===== src/rtl/cache_ctrl.sv =====
// Set-associative cache tag controller: one request at a time through lookup,
// optional dirty-victim writeback, line fill and response, with true-LRU ages per set.
module cache_ctrl #(
    parameter int INDEX_SIZE    = 4,
    parameter int ASSOCIATIVITY = 2,
    parameter int TAG_WIDTH     = 8,
    localparam int COUNT_SIZE   = $clog2(ASSOCIATIVITY),
    localparam int NUM_INDICES  = $clog2(INDEX_SIZE)
) (
    input  logic                   clk,
    input  logic                   reset,
    input  logic                   req_valid,
    output logic                   req_ready,
    input  logic [NUM_INDICES-1:0] req_index,
    input  logic [TAG_WIDTH-1:0]   req_tag,
    input  logic                   req_write,
    output logic                   resp_valid,
    output logic                   resp_hit,
    output logic [COUNT_SIZE-1:0]  resp_way,
    output logic                   mem_req,
    output logic                   mem_we,
    output logic [NUM_INDICES-1:0] mem_index,
    output logic [TAG_WIDTH-1:0]   mem_tag,
    input  logic                   mem_ack
);

    typedef enum logic [2:0] {IDLE, LOOKUP, WRITEBACK, FILL, RESPOND} state_t;

    state_t                   state;
    logic [TAG_WIDTH-1:0]     tag_mem   [INDEX_SIZE][ASSOCIATIVITY];
    logic [ASSOCIATIVITY-1:0] valid_mem [INDEX_SIZE];
    logic [ASSOCIATIVITY-1:0] dirty_mem [INDEX_SIZE];
    logic [COUNT_SIZE-1:0]    age       [INDEX_SIZE][ASSOCIATIVITY];

    logic [NUM_INDICES-1:0]   cur_index;
    logic [TAG_WIDTH-1:0]     cur_tag;
    logic                     cur_write;
    logic [COUNT_SIZE-1:0]    victim_q;

    logic                     hit;
    logic [COUNT_SIZE-1:0]    hit_way;
    logic [COUNT_SIZE-1:0]    victim;
    logic                     found_invalid;
    logic [COUNT_SIZE-1:0]    touch_way;
    logic [COUNT_SIZE-1:0]    touched_age [ASSOCIATIVITY];

    assign req_ready = (state == IDLE);

    always_comb begin
        hit           = 1'b0;
        hit_way       = '0;
        victim        = '0;
        found_invalid = 1'b0;
        for (int w = 0; w < ASSOCIATIVITY; w++) begin
            if (valid_mem[cur_index][w[COUNT_SIZE-1:0]] &&
                tag_mem[cur_index][w[COUNT_SIZE-1:0]] == cur_tag) begin
                hit     = 1'b1;
                hit_way = w[COUNT_SIZE-1:0];
            end
        end
        for (int w = 0; w < ASSOCIATIVITY; w++) begin
            if (!found_invalid && !valid_mem[cur_index][w[COUNT_SIZE-1:0]]) begin
                found_invalid = 1'b1;
                victim        = w[COUNT_SIZE-1:0];
            end
        end
        // With every way valid, evict the least recently used one.
        if (!found_invalid) begin
            for (int w = 0; w < ASSOCIATIVITY; w++) begin
                if (age[cur_index][w[COUNT_SIZE-1:0]] == COUNT_SIZE'(ASSOCIATIVITY - 1)) begin
                    victim = w[COUNT_SIZE-1:0];
                end
            end
        end
    end

    // Next ages of the addressed set if touch_way becomes MRU; only used in LOOKUP-hit and FILL.
    always_comb begin
        touch_way = (state == FILL) ? victim_q : hit_way;
        for (int w = 0; w < ASSOCIATIVITY; w++) begin
            if (age[cur_index][w[COUNT_SIZE-1:0]] < age[cur_index][touch_way]) begin
                touched_age[w] = age[cur_index][w[COUNT_SIZE-1:0]] + COUNT_SIZE'(1);
            end else begin
                touched_age[w] = age[cur_index][w[COUNT_SIZE-1:0]];
            end
        end
        touched_age[touch_way] = '0;
    end

    always_ff @(posedge clk or negedge reset) begin
        if (!reset) begin
            state      <= IDLE;
            resp_valid <= 1'b0;
            resp_hit   <= 1'b0;
            resp_way   <= '0;
            mem_req    <= 1'b0;
            mem_we     <= 1'b0;
            mem_index  <= '0;
            mem_tag    <= '0;
            cur_index  <= '0;
            cur_tag    <= '0;
            cur_write  <= 1'b0;
            victim_q   <= '0;
            for (int s = 0; s < INDEX_SIZE; s++) begin
                valid_mem[s] <= '0;
                dirty_mem[s] <= '0;
                for (int w = 0; w < ASSOCIATIVITY; w++) begin
                    tag_mem[s][w] <= '0;
                    age[s][w]     <= w[COUNT_SIZE-1:0];
                end
            end
        end else begin
            resp_valid <= 1'b0;
            case (state)
                IDLE: begin
                    if (req_valid) begin
                        cur_index <= req_index;
                        cur_tag   <= req_tag;
                        cur_write <= req_write;
                        state     <= LOOKUP;
                    end
                end
                LOOKUP: begin
                    if (hit) begin
                        for (int w = 0; w < ASSOCIATIVITY; w++) begin
                            age[cur_index][w] <= touched_age[w];
                        end
                        if (cur_write) begin
                            dirty_mem[cur_index][hit_way] <= 1'b1;
                        end
                        resp_hit   <= 1'b1;
                        resp_way   <= hit_way;
                        resp_valid <= 1'b1;
                        state      <= RESPOND;
                    end else begin
                        victim_q  <= victim;
                        mem_req   <= 1'b1;
                        mem_index <= cur_index;
                        if (valid_mem[cur_index][victim] && dirty_mem[cur_index][victim]) begin
                            mem_we  <= 1'b1;
                            mem_tag <= tag_mem[cur_index][victim];
                            state   <= WRITEBACK;
                        end else begin
                            mem_we  <= 1'b0;
                            mem_tag <= cur_tag;
                            state   <= FILL;
                        end
                    end
                end
                WRITEBACK: begin
                    // mem_req stays asserted straight into the fill.
                    if (mem_ack) begin
                        mem_we  <= 1'b0;
                        mem_tag <= cur_tag;
                        state   <= FILL;
                    end
                end
                FILL: begin
                    if (mem_ack) begin
                        tag_mem[cur_index][victim_q]   <= cur_tag;
                        valid_mem[cur_index][victim_q] <= 1'b1;
                        dirty_mem[cur_index][victim_q] <= cur_write;
                        for (int w = 0; w < ASSOCIATIVITY; w++) begin
                            age[cur_index][w] <= touched_age[w];
                        end
                        mem_req    <= 1'b0;
                        resp_hit   <= 1'b0;
                        resp_way   <= victim_q;
                        resp_valid <= 1'b1;
                        state      <= RESPOND;
                    end
                end
                RESPOND: begin
                    state <= IDLE;
                end
                default: begin
                    state <= IDLE;
                end
            endcase
        end
    end

endmodule


===== config.mk =====
export PLATFORM = sky130hd
export DESIGN_NAME = cache_ctrl
export DESIGN_NICKNAME = d
export VERILOG_FILES = /design/src/rtl/cache_ctrl.sv
export SDC_FILE = /design/constraint.sdc
export NUM_CORES = 1
export LEC_CHECK = 0
export BUFFER_PORTS_ARGS = -buffer_cell sky130_fd_sc_hd__buf_2
export CELL_PAD_IN_SITES_DETAIL_PLACEMENT = 0
export CELL_PAD_IN_SITES_GLOBAL_PLACEMENT = 1
export CORE_MARGIN = 10
export CORE_UTILIZATION = 45
export DETAILED_ROUTE_END_ITERATION = 6
export PLACE_DENSITY_LB_ADDON = 0.1
export SYNTH_ARGS = -nofsm -noshare
export SYNTH_HDL_FRONTEND = slang
export SYNTH_SLANG_ARGS = --single-unit

===== constraint.sdc =====
create_clock -name clk -period 6.8 [get_ports clk]
set_clock_uncertainty 0.2 [all_clocks]
set_input_delay 0.34 -clock clk [delete_from_list [all_inputs] [get_ports clk]]
set_output_delay 0.34 -clock clk [all_outputs]
set_load 0.005 [all_outputs]

==> qor.yml, run 1 <==
cts:
  clockBufferDepth: 2
  cts-root-buf: "clkbuf_16"
  htree_levels: 4
  insertion_delay_ps: 430
  cts_inserted_buffers: 17
  cts_tree: "yes"
  clkSinkCount: 118
  path_clk_slew_ps: 50
  cts.repair.resized: 0
timing:
  drv_slew: 0
  setup_viol: 0
  tightestPinTransition_ps: 921
  relSlewSlack: 0.386
  rsz0062_at_grt: "no"
  max_clock_freq_mhz: 275
  period_minus_slack_ps: 3640
  finalCritPeriodShare: 0.535
  setup_tns_ps: 0
  finalHoldViolCount: 0
final_layout:
  fin_nets: 478
  area_growth_pct: 17.4
  multiInputGateArea_sq_um: 2580
  diodes: 0
  fillers: 1097
  final_common_cell: "dfrtp_1"
  design_area_sq_um: 6710
  fin_util: 0.536
  layout_common_cells: "dfrtp_1, mux2_2, buf_2"
  fin_cells: 648
  layout.area.seq_sq_um: 2960
  drive_above_1_share: 0.393
route:
  detail-route-antenna-nets: 0
  vias: 3472
  routed_wl_microns: 12900
  wl_per_cell_microns: 19.9
  via_per_inst: 5.36
  drtIter0Drc: 271
  drc_errors: 0
  first_pass_iters: 5
global_route:
  antenna_found_initial: 0
  grt_max_degree: 75
  grt_pass1_wl_microns: 20900
  grt_usage: 0.155
  grt_overflow: 0
  grt_pass1_vias: 3598
placement:
  port-buffer-count: 30
  place_congestion: 0.803
  hpwl_microns: 8690
  placed_cells: 604
  placed_area_sq_um: 5980
worst_hold_path:
  hp-start: "mem_ack"
  whs_endpoint: "state[1]"
  hold_path_class: "in2reg"
  min_path_cells: 3
setup_path:
  cpMaxStageDelayCell: "mux4_1"
  critPathLaunchType: "flop"
  slowest_delay_ps: 650
  critPathMaxFanout: 24
  cp-end-kind: "flop"
  required_ps: 6910
  cp_cell_sequence: "buf_4 > mux4_1 > xnor2_1 > nand3_2 > nor4_4 > a21oi_4 > nand3_4 > o31a_4 > mux2_4"
  r2r_end: "mem_tag[5]"
  reg2reg_depth: 9
  crit-reg2reg-launch: "cur_index[0]"
  worst-r2r-setup-slack_ps: 3160
  critPathArrivalTime_ps: 3750
  critPathKind: "reg2reg"
power:
  p_per_area_nw_per_um2: 519
  finalPower_mw: 3.48
  ir_drop_mv: 0.258
  power.leakage_nw: 3.08
yosys:
  async_reset_ff_frac: 1.00
  ys_seq_area_frac: 0.518
  synth_edf_count: 0
  yosysWarnings: 0
  ys.flop_type: "dfrtp_1"
  postSynthCellCount: 419
  synth_area_per_cell_sq_um: 13.6
  yosysUniqueCellTypes: 46
  syn_area_sq_um: 5710
  ys_seq_elements: 118
  synth_nets: 434
floorplan:
  dieArea_sq_um: 17600
  floorplan.initialDensity: 0.456
  ioPinCount: 31
  die_h_microns: 133
  rows: 41
  core_area_sq_um: 12500
  die_x_microns: 133
flow_run:
  cap_violations: 0
outcome:
  status: "completed"
state kept, by name (all words and copies together), names as in the netlist:
signal / cells
age: 8
tag_mem: 64
cur_index: 2
cur_write: 1
dirty_mem: 8
victim_q: 1
mem_tag: 8
cur_tag: 8
resp_valid: 1
valid_mem: 8
mem_req: 1
resp_hit: 1
state: 3
mem_we: 1
mem_index: 2
resp_way: 1
report_power, final:
part,total (mW),switching (mW),internal (mW)
registers,1.27,0.273,0.995
logic,1.29,0.593,0.695
clock network,0.921,0.311,0.609
total,3.48,1.18,2.30
metrics by stage:
step	hold WS [ps]	worst slack [ps]
final	80.9	3160
after global routing	103	2950
after CTS	51.9	3110
after detailed placement	181	3100
after global placement	180	3170
after floorplan	-156	3980
worst max path at each step:
stage / startpoint / endpoint / slack [ps] / depth (start not counted)
3_3_place_gp: cur_index[0] / mem_tag[2] / 3170 / 9
4_1_cts: cur_index[0] / mem_tag[5] / 3110 / 9
2_1_floorplan: cur_index[0] / mem_tag[0] / 3980 / 11
6_report: cur_index[0] / mem_tag[5] / 3160 / 9
5_1_grt: cur_index[0] / mem_tag[3] / 2950 / 9
3_5_place_dp: cur_index[0] / mem_tag[5] / 3100 / 9
timing repair:
action / CTS / global route
hold endpoints to repair: 55 / 0
buffers inserted: 0 / 0
hold buffers: 12 / 0
layout make-up:
type                            instances  share of cell area
Clock buffer                           22              0.0722
Clock inverter                         10              0.0187
Inverter                               10             0.00560
Multi-Input combinational cell        269               0.384
Sequential cell                       118               0.441
Tap cell                              172              0.0321
Timing Repair Buffer                   47              0.0463
synthesized netlist by cell type, types with 3 or more instances:
cell / instances / share of area
a21oi_1: 20 / 0.018
a22o_1: 5 / 0.0077
and2_1: 3 / 0.0033
buf_2: 3 / 0.0026
clkbuf_1: 13 / 0.0085
dfrtp_1: 114 / 0.50
dfstp_2: 4 / 0.018
inv_1: 10 / 0.0066
mux2_2: 80 / 0.16
mux2_4: 8 / 0.021
mux2i_1: 14 / 0.025
mux4_1: 11 / 0.051
mux4_2: 9 / 0.035
nand2_1: 23 / 0.015
nand2b_1: 7 / 0.0077
nor2_1: 27 / 0.018
o21ai_0: 7 / 0.0061
o22ai_1: 4 / 0.0044
o2bb2ai_1: 4 / 0.0061
or2_2: 5 / 0.0055
xnor2_1: 12 / 0.018
xor2_1: 3 / 0.0046
per-layer routing:
metal	share of wire	track usage
met1	0.47	0.202
met2	0.47	0.234
met3	0.034	0.0424
met4	0.024	0.0746
met5	0	0
critical path, delay by kind of cell, from the launching register on:
kind / cells / cell delay [ps]
buffers and inverters: 1 / 450
XOR/XNOR: 1 / 240
flip-flops: 1 / 630
AO/OA/AOI/OAI: 2 / 410
AND/OR/NAND/NOR: 3 / 610
multiplexers: 2 / 960
kinds of logic after synthesis:
group	share of synthesized area
compound gates	0.0620
xor+xnor	0.0258
buf+inv	0.0313
flops	0.518
mux	0.289
simple gates	0.0738
(Power assumes the default switching activity.)
==> run 2: changes to the inputs <==
Clock period 6.8 ns to 3.5 ns, I/O delays scaled along.
==> run 2 against run 1 <==
  * Non-clock buffer count grew 9
  * Die area is the same
  * Cell count grew 1.4%
  * Sequential share of layout area shrank 0.84 points
  * Clock power grew 100%
  * Design area grew 1.9%
  * Combinational power grew 100%
  * Worst hold slack lost 24 ps
  * Power grew 100%
  * Global-route usage grew 0.18 points
  * Critical endpoint is now mem_tag[7]
==> qor.yml, run 2 (synthesis gave the netlist of run 1 again) <==
outcome:
  status: "completed"
setup_path:
  cp-end-kind: "flop"
  slowest_delay_ps: 810  # +160 ps
  critPathLaunchType: "flop"
  critPathArrivalTime_ps: 3260  # -490 ps
  cpMaxStageDelayCell: "dfrtp_1"
  critPathMaxFanout: 17  # -29%
  critPathKind: "reg2reg"
  worst-path-buf-inv: 0  # -1
  required_ps: 3590  # -3320 ps
  cp_cell_sequence: "mux4_1 > xnor2_1 > nand4_1 > nor4_4 > a21oi_4 > nand3_4 > o31a_4 > mux2_4"
  cpLargestDelayFamily: "flip-flops"
power:
  ir_drop_mv: 0.745  # +190%
  finalPower_mw: 6.94  # +100%
  power.leakage_nw: 3.14  # +2.0%
  p_per_area_nw_per_um2: 1020  # +96%
cts:
  cts_inserted_buffers: 17  # unchanged
  path_clk_slew_ps: 50  # about the same
  post-cts-setup-buffers: 0  # unchanged
  clkSinkCount: 118  # unchanged
  insertion_delay_ps: 420  # about the same
  cts.repair.resized: 0  # unchanged
  ctsHoldBuffers: 13  # +1
  cts-root-buf: "clkbuf_16"
  cts_tree: "yes"
  htree_levels: 4  # unchanged
  clockBufferDepth: 2  # unchanged
route:
  wl_per_cell_microns: 20.0  # +0.55%
  drtIter0Drc: 199  # -27%
  first_pass_iters: 4  # -1
  via_per_inst: 5.33  # -0.60%
  routed_wl_microns: 13100  # +1.9%
  vias: 3499  # +0.78%
  drc_errors: 0  # unchanged
  detail-route-antenna-nets: 0  # unchanged
global_route:
  grt_usage: 0.157  # +0.00178
  antenna_found_initial: 0  # unchanged
  grt_overflow: 0  # unchanged
  grt_max_degree: 73  # -2.7%
  grt_pass1_vias: 3642  # +1.2%
  grt_pass1_wl_microns: 21100  # +1.0%
timing:
  finalCritPeriodShare: 0.905  # +0.370
  setup_viol: 0  # unchanged
  rsz0062_at_grt: "no"
  period_minus_slack_ps: 3170  # -472 ps
  drv_slew: 0  # unchanged
  relSlewSlack: 0.380  # -0.00657
  finalHoldViolCount: 0  # unchanged
  max_clock_freq_mhz: 316  # +15%
  fin_hold_ws_ps: 56.4  # -24.5 ps
  setup_tns_ps: 0  # unchanged
  tightestPinTransition_ps: 930  # +9.85 ps
final_layout:
  fin_nets: 487  # +1.9%
  fin_util: 0.546  # +0.0104
  largest_reg_flops: 64  # unchanged
  fin_cells: 657  # +1.4%
  layout_common_cells: "dfrtp_1, mux2_2, buf_2"
  regMostFlops: "tag_mem"
  diodes: 0  # unchanged
  final_common_cell: "dfrtp_1"
  area_growth_pct: 19.7
  drive_above_1_share: 0.400  # +0.00714
placement:
  hpwl_microns: 8640  # -0.51%
  placed_cells: 612  # +1.3%
  port-buffer-count: 30  # unchanged
  place_congestion: 0.751  # -6.5%
floorplan:
  die_x_microns: 133  # unchanged
  die_h_microns: 133  # unchanged
  core_area_sq_um: 12500  # unchanged
  dieArea_sq_um: 17600  # unchanged
  rows: 41  # unchanged
  ioPinCount: 31  # unchanged
  floorplan.initialDensity: 0.456  # unchanged
worst_hold_path:
  hold_path_class: "in2reg"
flow_run:
  cap_violations: 0  # unchanged
## run 2: path summary, 6_finish.rpt
check                                    end    startpoint  slack [ps]  cells past startpoint
worst max-delay path              mem_tag[7]  cur_index[1]         330                      8
worst min-delay path                state[0]     req_valid          60                      5
worst max register to register    mem_tag[7]  cur_index[1]         330                      8
worst min register to register  valid_mem[2]  valid_mem[2]         260                      1
max in group asynchronous        tag_mem[58]         reset        2090                      3
min in group asynchronous             age[3]         reset         250                      2
## run 2: worst register-to-register path, delay by kind of cell (launching register included)
family	cells	cell delay, ps
mux	2	780
simple gates	3	630
xor+xnor	1	230
compound gates	2	390
flops	1	810
## run 2: area by class of cell
cell class,instances,area (sq um)
Fill cell,1081,5680
Sequential cell,118,2960
Multi-Input combinational cell,269,2580
Clock buffer,24,502
Timing Repair Buffer,56,405
Tap cell,172,215
Clock inverter,8,143
Inverter,10,37.5
## run 2: power by group
part           total (mW)  leakage [nW]  switching [mW]  internal (mW)
combinational        2.64          1.32            1.22           1.42
clock                1.88         0.316           0.594           1.28
sequential           2.43          1.50           0.494           1.93
## run 2: per-layer routing
metal	GRT usage	part of all wire	vias up
met3	0.0507	0.041	10
met5	0	0	-
met2	0.248	0.50	64
li1	-	-	1627
met4	0.0556	0.012	0
met1	0.197	0.45	1798
## run 2: stage by stage
stage | cell area [sq um] | worst slack, ps
after CTS | 6840 | 276
after global routing | 6840 | 137
after global placement | 6060 | 374
after detailed placement | 6060 | 286
after floorplan | 5710 | 682
final | 6840 | 333
==> run 3: changes to the inputs <==
Settings changed: CORE_UTILIZATION 45 to 40.
==> run 3 against run 2 <==
  * Non-clock buffer count increased by 2
  * Count of clock-buffer cells in the layout is 4 lower
  * Global-route usage down 1.4 points
  * Sequential share of layout area increased by 0.42 points
  * Sequential cell count unchanged
  * Via count increased by 1.1%
  * Highest routed layer unchanged
  * Register-to-register slack worse by 120 ps
  * Power fell by 2.9%
  * Largest cell class unchanged
  * Worst setup slack got worse by 120 ps
  * Largest power group unchanged
==> qor.yml, run 3 (synthesis gave the netlist of run 1 again) <==
outcome:
  status: "completed"
floorplan:
  rows: 43  # +4.9%
  floorplan.initialDensity: 0.410  # -0.0464
  die_h_microns: 140  # +5.2%
  dieArea_sq_um: 19500  # +11%
  die_x_microns: 140  # +5.2%
  ioPinCount: 31  # unchanged
  core_area_sq_um: 13900  # +11%
final_layout:
  area_growth_pct: 18.5
  final_common_cell: "dfrtp_1"
  fillers: 1232  # +14%
  fin_nets: 489  # +0.41%
  layout_common_cells: "dfrtp_1, mux2_2, buf_2"
  diodes: 0  # unchanged
  fin_cells: 665  # +1.2%
  drive_above_1_share: 0.400  # unchanged
  regMostFlops: "tag_mem"
  largest_reg_flops: 64  # unchanged
route:
  vias: 3538  # +1.1%
  via_per_inst: 5.32  # -0.10%
  drc_errors: 0  # unchanged
  drtIter0Drc: 239  # +20%
  detail-route-antenna-nets: 0  # unchanged
  first_pass_iters: 4  # unchanged
  routed_wl_microns: 13500  # +2.7%
  wl_per_cell_microns: 20.3  # +1.4%
cts:
  cts.repair.resized: 0  # unchanged
  clockBufferDepth: 2  # unchanged
  path_clk_slew_ps: 50  # about the same
  cts_inserted_buffers: 17  # unchanged
  ctsHoldBuffers: 13  # unchanged
  clkSinkCount: 118  # unchanged
  cts-root-buf: "clkbuf_16"
  htree_levels: 4  # unchanged
  post-cts-setup-buffers: 0  # unchanged
  insertion_delay_ps: 410  # about the same
  cts_tree: "yes"
timing:
  finalCritPeriodShare: 0.940  # +0.0352
  finalHoldViolCount: 0  # unchanged
  setup_viol: 0  # unchanged
  relSlewSlack: 0.388  # +0.00799
  setup_tns_ps: 0  # unchanged
  drv_slew: 0  # unchanged
  tightestPinTransition_ps: 918  # -12.0 ps
  period_minus_slack_ps: 3290  # +123 ps
  max_clock_freq_mhz: 304  # -3.7%
  rsz0062_at_grt: "no"
setup_path:
  cp_cell_sequence: "mux4_1 > xnor2_1 > nand3_1 > nor4_4 > a21oi_4 > nand3_4 > o31a_4 > mux2_4"
  required_ps: 3600  # about the same
  reg2reg_depth: 8  # unchanged
  critPathMaxFanout: 17  # unchanged
  r2r_end: "mem_tag[3]"
  cpMaxStageDelayCell: "dfrtp_1"
  worst-r2r-setup-slack_ps: 210  # -120 ps
  cp-end-kind: "flop"
  critPathArrivalTime_ps: 3390  # +130 ps
  critPathLaunchType: "flop"
  crit-reg2reg-launch: "cur_index[1]"
  slowest_delay_ps: 860  # +50 ps
  critPathKind: "reg2reg"
power:
  switching_power_mw: 2.34  # +1.2%
  seq_power_share: 0.364  # +0.014
  pwr-share-comb: 0.392  # +0.012
  p_int_mw: 4.40  # -4.9%
  ir_drop_mv: 0.447  # -40%
  power.leakage_nw: 3.10  # -1.2%
  p_per_area_nw_per_um2: 996  # -1.9%
  p_sw_frac: 0.347  # +0.0140
  clockPowerShare: 0.244  # -0.026
global_route:
  antenna_found_initial: 0  # unchanged
  grt_pass1_wl_microns: 21700  # +2.7%
  grt_pass1_vias: 3755  # +3.1%
  grt_max_degree: 71  # -2.7%
  grt_usage: 0.143  # -0.0135
  grt_overflow: 0  # unchanged
worst_hold_path:
  whs_endpoint: "state[0]"
  hold_path_class: "in2reg"
  hp-start: "req_valid"
  min_path_cells: 5  # unchanged
placement:
  port-buffer-count: 30  # unchanged
  hpwl_microns: 8850  # +2.4%
  place_congestion: 0.760  # +1.3%
  placed_cells: 622  # +1.6%
flow_run:
  cap_violations: 0  # unchanged
run 3: power groups by stage:
stage                     sequential, mW  clock, mW  combinational, mW
after CTS                           2.46       1.68               2.69
final                               2.45       1.65               2.64
after global routing                2.54       1.75               2.90
after global placement              2.45          0               2.64
after detailed placement            2.47          0               2.66
after floorplan                     2.19          0               2.24
run 3: stage by stage:
stage	power, mW	instance area [sq um]	setup slack (ps)	hold slack, ps	utilization
CTS	6.83	6770	166	38.0	0.486
finish	6.74	6770	210	56.4	0.486
global placement	5.09	6090	274	149	0.437
floorplan	4.42	5710	682	-321	-
detailed placement	5.13	6090	180	173	0.437
global route	7.19	6770	4.28	78.2	0.486
run 3: per-layer routing:
layer,vias up,wire length (microns),global-route usage,share of wire
li1,1631,-,-,-
met1,1823,6230,0.181,0.46
met2,72,6450,0.228,0.48
met3,12,598,0.0456,0.044
met4,0,203,0.0456,0.015
met5,-,0,0,0
run 3: cell type report:
cell class | instances | area (sq um) | share of cell area
Clock inverter | 10 | 108 | 0.0159
Tap cell | 180 | 225 | 0.0333
Inverter | 10 | 37.5 | 0.00554
Clock buffer | 20 | 447 | 0.0660
Timing Repair Buffer | 58 | 420 | 0.0621
Multi-Input combinational cell | 269 | 2580 | 0.380
Sequential cell | 118 | 2960 | 0.437
run 3: worst max path at each step:
| stage | from | to | slack, ps |
|---|---|---|---|
| after global placement | cur_index[1] | mem_tag[5] | 270 |
| after detailed placement | cur_index[1] | mem_tag[1] | 180 |
| after CTS | cur_index[1] | mem_tag[3] | 170 |
| after floorplan | cur_index[0] | mem_tag[0] | 680 |
| after global routing | cur_index[1] | mem_tag[3] | 4 |
| final | cur_index[1] | mem_tag[3] | 210 |
run 3: worst max-delay path, delay by kind of cell, from the launching register on:
| family | cells | cell delay, ps |
|---|---|---|
| AND/OR/NAND/NOR | 3 | 740 |
| AO/OA/AOI/OAI | 2 | 400 |
| multiplexers | 2 | 770 |
| flip-flops | 1 | 860 |
| XOR/XNOR | 1 | 200 |
